`src/rtl/rng_post.sv`:
```
// rng_post: post-processing for a raw ALFSR entropy bit stream.
//   Synchronizes rng_in, runs a repetition-count health test on the raw
//   samples, whitens pairs with a von Neumann extractor and packs the emitted
//   bits MSB-first into bytes behind a single-entry valid/ready output register.
// Ports:
//   clk, rst_n           clock, async active-low reset
//   rng_in               raw entropy bit (asynchronous to clk)
//   sample_en            take one raw sample this cycle
//   clr                  synchronous soft clear (wins over sample_en/byte_ready)
//   byte_ready           consumer ready
//   byte_out/byte_valid  whitened byte and its valid flag
//   health_fail          sticky repetition-count failure
//   overflow             sticky flag: a completed byte was dropped
//
// Whitener phase:
//   state     | meaning
//   PH_FIRST  | next sample is the first of a pair
//   PH_SECOND | next sample is compared against the stored first sample
module rng_post #(
   parameter int unsigned REP_LIMIT   = 32,
   parameter int unsigned SYNC_STAGES = 2
) (
   input  logic       clk,
   input  logic       rst_n,
   input  logic       rng_in,
   input  logic       sample_en,
   input  logic       clr,
   input  logic       byte_ready,
   output logic [7:0] byte_out,
   output logic       byte_valid,
   output logic       health_fail,
   output logic       overflow
);

   typedef enum logic {PH_FIRST = 1'b0, PH_SECOND = 1'b1} phase_t;

   localparam logic [7:0] REP_LIM8 = 8'(REP_LIMIT);

   logic [SYNC_STAGES-1:0] sync_q, sync_d;
   phase_t                 phase_q, phase_d;
   logic                   first_q, first_d;
   logic [6:0]             shreg_q, shreg_d;
   logic [2:0]             cnt_q, cnt_d;
   logic [7:0]             rep_q, rep_d;
   logic                   prev_q, prev_d;
   logic                   health_q, health_d;
   logic                   ovf_q, ovf_d;
   logic [7:0]             out_q, out_d;
   logic                   valid_q, valid_d;

   logic       samp;
   logic       trip;
   logic [7:0] byte_new;

   assign samp = sync_q[SYNC_STAGES-1];

   always_comb begin
      sync_d   = {sync_q[SYNC_STAGES-2:0], rng_in};
      phase_d  = phase_q;
      first_d  = first_q;
      shreg_d  = shreg_q;
      cnt_d    = cnt_q;
      rep_d    = rep_q;
      prev_d   = prev_q;
      health_d = health_q;
      ovf_d    = ovf_q;
      out_d    = out_q;
      valid_d  = valid_q;
      trip     = 1'b0;
      byte_new = {shreg_q, first_q};

      if (clr) begin
         phase_d  = PH_FIRST;
         shreg_d  = '0;
         cnt_d    = '0;
         rep_d    = '0;
         health_d = 1'b0;
         ovf_d    = 1'b0;
         valid_d  = 1'b0;
      end else begin
         if (valid_q && byte_ready) valid_d = 1'b0;

         if (sample_en) begin
            prev_d = samp;
            // rep_q == 0 marks the first sample after reset/clr
            if (rep_q == 8'd0 || samp != prev_q) rep_d = 8'd1;
            else if (rep_q != 8'hFF)             rep_d = rep_q + 8'd1;
            trip = (rep_d == REP_LIM8);
            if (trip) health_d = 1'b1;

            // the tripping sample itself never reaches the whitener
            if (!health_q && !trip) begin
               if (phase_q == PH_FIRST) begin
                  first_d = samp;
                  phase_d = PH_SECOND;
               end else begin
                  phase_d = PH_FIRST;
                  if (samp != first_q) begin
                     shreg_d = byte_new[6:0];
                     cnt_d   = cnt_q + 3'd1;
                     if (cnt_q == 3'd7) begin
                        if (!valid_q || byte_ready) begin
                           out_d   = byte_new;
                           valid_d = 1'b1;
                        end else begin
                           ovf_d = 1'b1;
                        end
                     end
                  end
               end
            end
         end
      end
   end

   always_ff @(posedge clk or negedge rst_n) begin
      if (!rst_n) begin
         sync_q   <= '0;
         phase_q  <= PH_FIRST;
         first_q  <= 1'b0;
         shreg_q  <= '0;
         cnt_q    <= '0;
         rep_q    <= '0;
         prev_q   <= 1'b0;
         health_q <= 1'b0;
         ovf_q    <= 1'b0;
         out_q    <= '0;
         valid_q  <= 1'b0;
      end else begin
         sync_q   <= sync_d;
         phase_q  <= phase_d;
         first_q  <= first_d;
         shreg_q  <= shreg_d;
         cnt_q    <= cnt_d;
         rep_q    <= rep_d;
         prev_q   <= prev_d;
         health_q <= health_d;
         ovf_q    <= ovf_d;
         out_q    <= out_d;
         valid_q  <= valid_d;
      end
   end

   assign byte_out    = out_q;
   assign byte_valid  = valid_q;
   assign health_fail = health_q;
   assign overflow    = ovf_q;

endmodule

```
`config.mk`:
```
export PLATFORM = sky130hd
export DESIGN_NAME = rng_post
export DESIGN_NICKNAME = d
export VERILOG_FILES = /design/src/rtl/rng_post.sv
export SDC_FILE = /design/constraint.sdc
export NUM_CORES = 1
export LEC_CHECK = 0
export ABC_AREA = 1
export CAP_MARGIN = 10
export CORE_MARGIN = 2
export CORE_UTILIZATION = 45
export CTS_BUF_LIST = sky130_fd_sc_hd__clkbuf_4 sky130_fd_sc_hd__clkbuf_8
export DETAILED_ROUTE_END_ITERATION = 7
export PLACE_DENSITY = 0.74
export SLEW_MARGIN = 20
export SYNTH_ARGS = -nofsm -noshare
export SYNTH_HDL_FRONTEND = slang
export SYNTH_SLANG_ARGS = --single-unit
```
`constraint.sdc`:
```
create_clock -name clk -period 1.7 [get_ports clk]
set_input_delay 0.51 -clock clk [delete_from_list [all_inputs] [get_ports clk]]
set_output_delay 0.51 -clock clk [all_outputs]
set_load 0.005 [all_outputs]
```
* Word level (Yosys, flattened, before mapping)
Index checks and enable logic that the tools add are counted.
Operators by class: $add $sub $neg 2, eq/ne operators 6, mux-type cells 38, bitwise logic cells 2, reductions and logical operators 21
Operators with widths (count):
- $mux W8 | 6
- $mux W7 | 5
- $mux W1 | 22
- $mux W3 | 5
- $reduce_bool A2 Y1 | 6
- $add A8 B1 Y8 const B | 1
- $eq A8 B6 Y1 const B | 1
- $logic_not A8 Y1 | 1
- $ne A8 B8 Y1 const B | 1
- $reduce_and A4 Y1 | 2
- $reduce_and A7 Y1 | 1
- $reduce_and A2 Y1 | 3
- $reduce_and A6 Y1 | 1
- $add A3 B1 Y3 const B | 1
- $eq A3 B3 Y1 const B | 1
- $logic_not A1 Y1 | 3
- $logic_and A1 B1 Y1 | 2
- $logic_or A1 B1 Y1 | 2
- $ne A1 B1 Y1 | 2
- $ne A2 B2 Y1 const B | 1
- $not A1 Y1 | 2
Word-level totals: flip-flop bits (word level) 34, logic and storage cells 80

* Logic depth before layout (Yosys ltp)
word-level depth 11, mapped depth 15, gate-level depth less buffers 15

* Worst setup path before layout
No wires, ideal clock.
path type register -> register, from register rep_q[0], to register ovf_q (netlist: overflow), library setup time 0.117 ns, arrival time 1.698 ns, data required time 1.583 ns, slack -0.115 ns, stages on the path, launching flop included 15, cell sequence dfrtp_1 inv_1 ha_1 nand3_1 nor2_1 nor2_4 nand2_1 nand2_1 nor2_2 nand2_1 nand3_2 nand2_2 buf_6 nand3_1 nand2_1
On the way: cells in the longest elaborated chain, start to end 10
RTL lines:
- start: declaration | RTL line 44 | logic [7:0] rep_q, rep_d;
- start signal: assignment | RTL line 135 | rep_q <= rep_d;
- $add A8 B1 Y8, or another cell as far along | RTL line 87 | else if (rep_q != 8'hFF) rep_d = rep_q + 8'd1;
- $mux W8 or $logic_or A1 B1 Y1 (tied branches) | RTL line 87, 86
- $mux W8 * | RTL line 86 | if (rep_q == 8'd0 || samp != prev_q) rep_d = 8'd1;
- $mux W8 * | RTL line 83 | if (sample_en) begin
- $mux W8 * | RTL line 72 | if (clr) begin
- $eq A8 B6 Y1 * | RTL line 88 | trip = (rep_d == REP_LIM8);
- $logic_not A1 Y1 * | RTL line 92 | if (!health_q && !trip) begin
- $logic_and A1 B1 Y1 * | RTL line 92
- $reduce_bool A2 Y1 (no source line) *
- $reduce_and A6 Y1 (no source line) *
- end signal: assignment | RTL line 138 | ovf_q <= ovf_d;
- end: declaration | RTL line 47 | logic ovf_q, ovf_d;
Mark *: on every way between the ends. The rest lies on a longest branch, timed or not. The select of a mux whose other input is x is not followed. A chain may end at the register's enable or synchronous reset.

* Worst setup path in the final report
from register rep_q[0], to register shreg_q[1]
On the way: cells in the longest elaborated chain, start to end 10
RTL lines:
- $add A8 B1 Y8, or another cell as far along | RTL line 87
- $mux W8 or $logic_or A1 B1 Y1 (tied branches) | RTL line 87, 86
- $mux W8 * | RTL line 86
- $mux W8 * | RTL line 83
- $mux W8 * | RTL line 72
- $eq A8 B6 Y1 * | RTL line 88
- $logic_not A1 Y1 * | RTL line 92
- $logic_and A1 B1 Y1 * | RTL line 92
- $reduce_bool A2 Y1 (no source line) *
- $reduce_and A4 Y1 (no source line) *
- end signal: assignment | RTL line 133 | shreg_q <= shreg_d;
- end: declaration | RTL line 42 | logic [6:0] shreg_q, shreg_d;
Marks and branches as above.

==> impl_metrics.toml <==
[status]
outcome = "finished, violations left"
violations = "negative setup slack"

[timing]
max_slew_margin_pct = 70.4
post-route-period-util_pct = 122
max_freq_mhz = 484
slew_violations = 0
fin_worst_skew_ns = 0.00780
setup_violations = 24
hold_viol_final = 0
worst_slew_pin_slew_ns = 0.442
setup_slack_ns = -0.367
rsz0062_at_grt = "yes"
min_period_ns = 2.07

[die]
rows = 23
core-area_mm2 = 0.00397
die_x_um = 67.8
die_y_um = 67.8
die_area_mm2 = 0.00459
initial_core_util_pct = 46.1
ios = 17

[power]
p_switching_mw = 0.546
powerDensity_mw_per_mm2 = 776
cellLeakagePower_nw = 1.42
seqPwrFrac_pct = 41.8
swShare_pct = 25.8
p_clk_share_pct = 43.3
p_comb_share_pct = 14.8
ir_drop_v = 0.000559
p_total_mw = 2.12
internal_power_mw = 1.57

[worst_hold_path]
min_path_cells = 0
hold_end = "sync_q[1]"
hold_start = "sync_q[0]"
hold_class = "flop to flop"

[finish]
fin_nets = 303
final_util_pct = 68.7
fill_cells = 288
seqCellArea_um2 = 852
multi_input_area_mm2 = 0.00106
drive_above_1_share_pct = 35.4
antenna_cells = 0
syn2layout_area_growth_pct = 49.1
final_cells = 344
final_area_mm2 = 0.00273

[critical_path]
critical-path-top-delay-family = "simple AND/OR/NAND/NOR gates"
cp.buffers_inverters = 0
cp_max_fo = 8
cp-end-kind = "flop"
r2r.worst_path.cells = 15
cp-start-kind = "flop"
slowest_delay_ns = 0.43
r2r_end = "shreg_q[1]"
r2r_slack_ns = -0.37
worstPathRequired_ns = 1.94
arrival_ns = 2.31
crit_top_cell = "nand2_4"
rr_startpoint = "rep_q[0]"
path_class = "flop to flop"
cp_slowest_cell = "dfrtp_1"
crit_path_cell_trace = "ha_4 > nand2_4 > nor2_4 > nand2_4 > nand2_4 > nand2_4 > nor2_4 > nand2_2 > nor2_4 > nand2_2 > nand3_4 > nand2_8 > nand2_8 > nand2_1 > nand2_1"

[run]
drv_cap = 0

[synth]
syn_area_per_cell_um2 = 7.92
synth-seq-cells = 34
yosysUniqueCellTypes = 25
synth_seq_area_share_pct = 46.5
syn_nets = 241
syn_area_mm2 = 0.00183
netlist_instances = 231
yosysWarnings = 0

[clocking]
clkTransAtPathRegs_ns = 0.08
cts.sinks = 34
cts_made_buffers = 5
clock_latency_ns = 0.30
cts_tree = "built"
clock-root-buffer = "clkbuf_8"
holdBufCountCts = 0
clock_path_buffers = 2
htreeDepth = 2

[routing]
wl_per_cell_um = 15.2
drtPass1Iterations = 5
ant_nets = 0
vias_per_cell = 5.52
via_count = 1899
drc = 0
drt_wl_total_um = 5240
initialDrtViolationCount = 232

[global_routing]
grt_pass1_wl_um = 7720
grt_antenna_before_repair = 0
track_usage_pct = 22.9
grt_max_degree = 35
globalRouteOverflowTotal = 0
grt_pass1_vias = 1725

[place]
dp_hpwl_um = 3020
gp_congestion = 0.887
dp_cells = 327
port_buffers = 16
placed_area_mm2 = 0.00232
==> cells by family after synthesis <==
group,Yosys count,synth area share (%)
XOR/XNOR,3,1.44
AO/OA/AOI/OAI,16,5.61
buffers and inverters,31,7.04
adder cells (fa/ha/maj),4,2.73
flip-flops,34,46.5
AND/OR/NAND/NOR,143,36.7
==> cell usage in the layout (no fill, tap or decap), drive strengths merged, types with 6 or more instances in the layout <==
master and count:
nand4 10, nand3 26, clkdlybuf4s50 11, dfrtp 34, o22ai 6, buf 42
inv 25, o21ai 7, nor2 26, nand2 83
==> cell usage after synthesis <==
master,instances,area [um2]
xor2_1,1,8.76
nor2_2,5,31.3
nand2_2,3,18.8
inv_2,1,3.75
nand2_1,76,285
dfrtp_1,34,851
nor2_4,3,33.8
nand2_4,2,22.5
o22ai_1,6,37.5
buf_6,1,11.3
a211oi_2,1,12.5
o21ai_0,7,35.0
xnor2_1,2,17.5
a21oi_2,1,8.76
nand4_1,10,62.6
nand3_1,22,110
clkbuf_1,2,7.51
nor2_1,18,67.6
o32ai_1,1,8.76
ha_1,4,50.1
inv_1,24,90.1
buf_4,1,7.51
buf_2,1,5.00
nand3_2,4,40.0
clkinv_1,1,3.75
==> state kept, by name (all words and copies together) (netlist names) <==
register and flops:
byte_out 8, byte_valid 1, cnt_q 3, first_q 1, health_fail 1, overflow 1
phase_q 1, prev_q 1, rep_q 8, shreg_q 7, sync_q 2
==> metrics by stage <==
stage          setup slack [ns]  setup TNS (ns)  hold slack, ns
3_5_place_dp             -0.280           -5.41           0.347
4_1_cts                  -0.198           -3.97           0.368
5_1_grt                  -0.449           -9.43           0.379
2_1_floorplan           -0.0795           -1.23           0.214
3_3_place_gp             -0.214           -4.50           0.333
6_report                 -0.367           -7.38           0.362
==> layout make-up <==
class | instances | share of cell area (%)
Multi-Input combinational cell | 168 | 38.8
Sequential cell | 34 | 31.2
Timing Repair Buffer | 58 | 19.1
Inverter | 26 | 3.57
Clock buffer | 5 | 2.52
Clock inverter | 3 | 2.52
Tap cell | 50 | 2.29
==> worst max path at each step <==
stage	startpoint	end	cells after the start
floorplan	rep_q[1]	overflow	15
global placement	rep_q[0]	byte_out[5]	12
detailed placement	rep_q[0]	byte_out[5]	12
CTS	rep_q[1]	first_q	13
global route	rep_q[0]	shreg_q[1]	15
finish	rep_q[0]	shreg_q[1]	15
==> power groups by stage <==
stage          Sequential [mW]  Combinational [mW]  Clock [mW]
2_1_floorplan            0.890               0.137           0
3_3_place_gp             0.895               0.246           0
3_5_place_dp             0.896               0.253           0
4_1_cts                  0.882               0.289       0.926
5_1_grt                  0.891               0.342       0.957
6_report                 0.887               0.314       0.919
==> metal layers <==
layer / part of all wire [%] / up-vias / GRT usage [%]
met4: 2.4 / 0 / 10.0
li1: - / 873 / -
met5: 0 / - / 0
met1: 42 / 905 / 28.9
met3: 7.4 / 20 / 6.50
met2: 48 / 101 / 36.6
==> timing repair <==
action                     CTS  global route
cloned                       2             0
buffers inserted             4             3
pin swaps                    5            16
setup endpoints to repair   24            28
resized for setup           25            27
==> worst register-to-register path, cell delays in order (launching register included) <==
cell	delay, ns
dfrtp_1	0.43
ha_4	0.18
nand2_4	0.06
nor2_4	0.17
nand2_4	0.11
nand2_4	0.11
nand2_4	0.05
nor2_4	0.11
nand2_2	0.07
nor2_4	0.14
nand2_2	0.08
nand3_4	0.11
nand2_8	0.11
nand2_8	0.13
nand2_1	0.07
nand2_1	0.06
No activity file was read; power rests on OpenSTA's default activity.
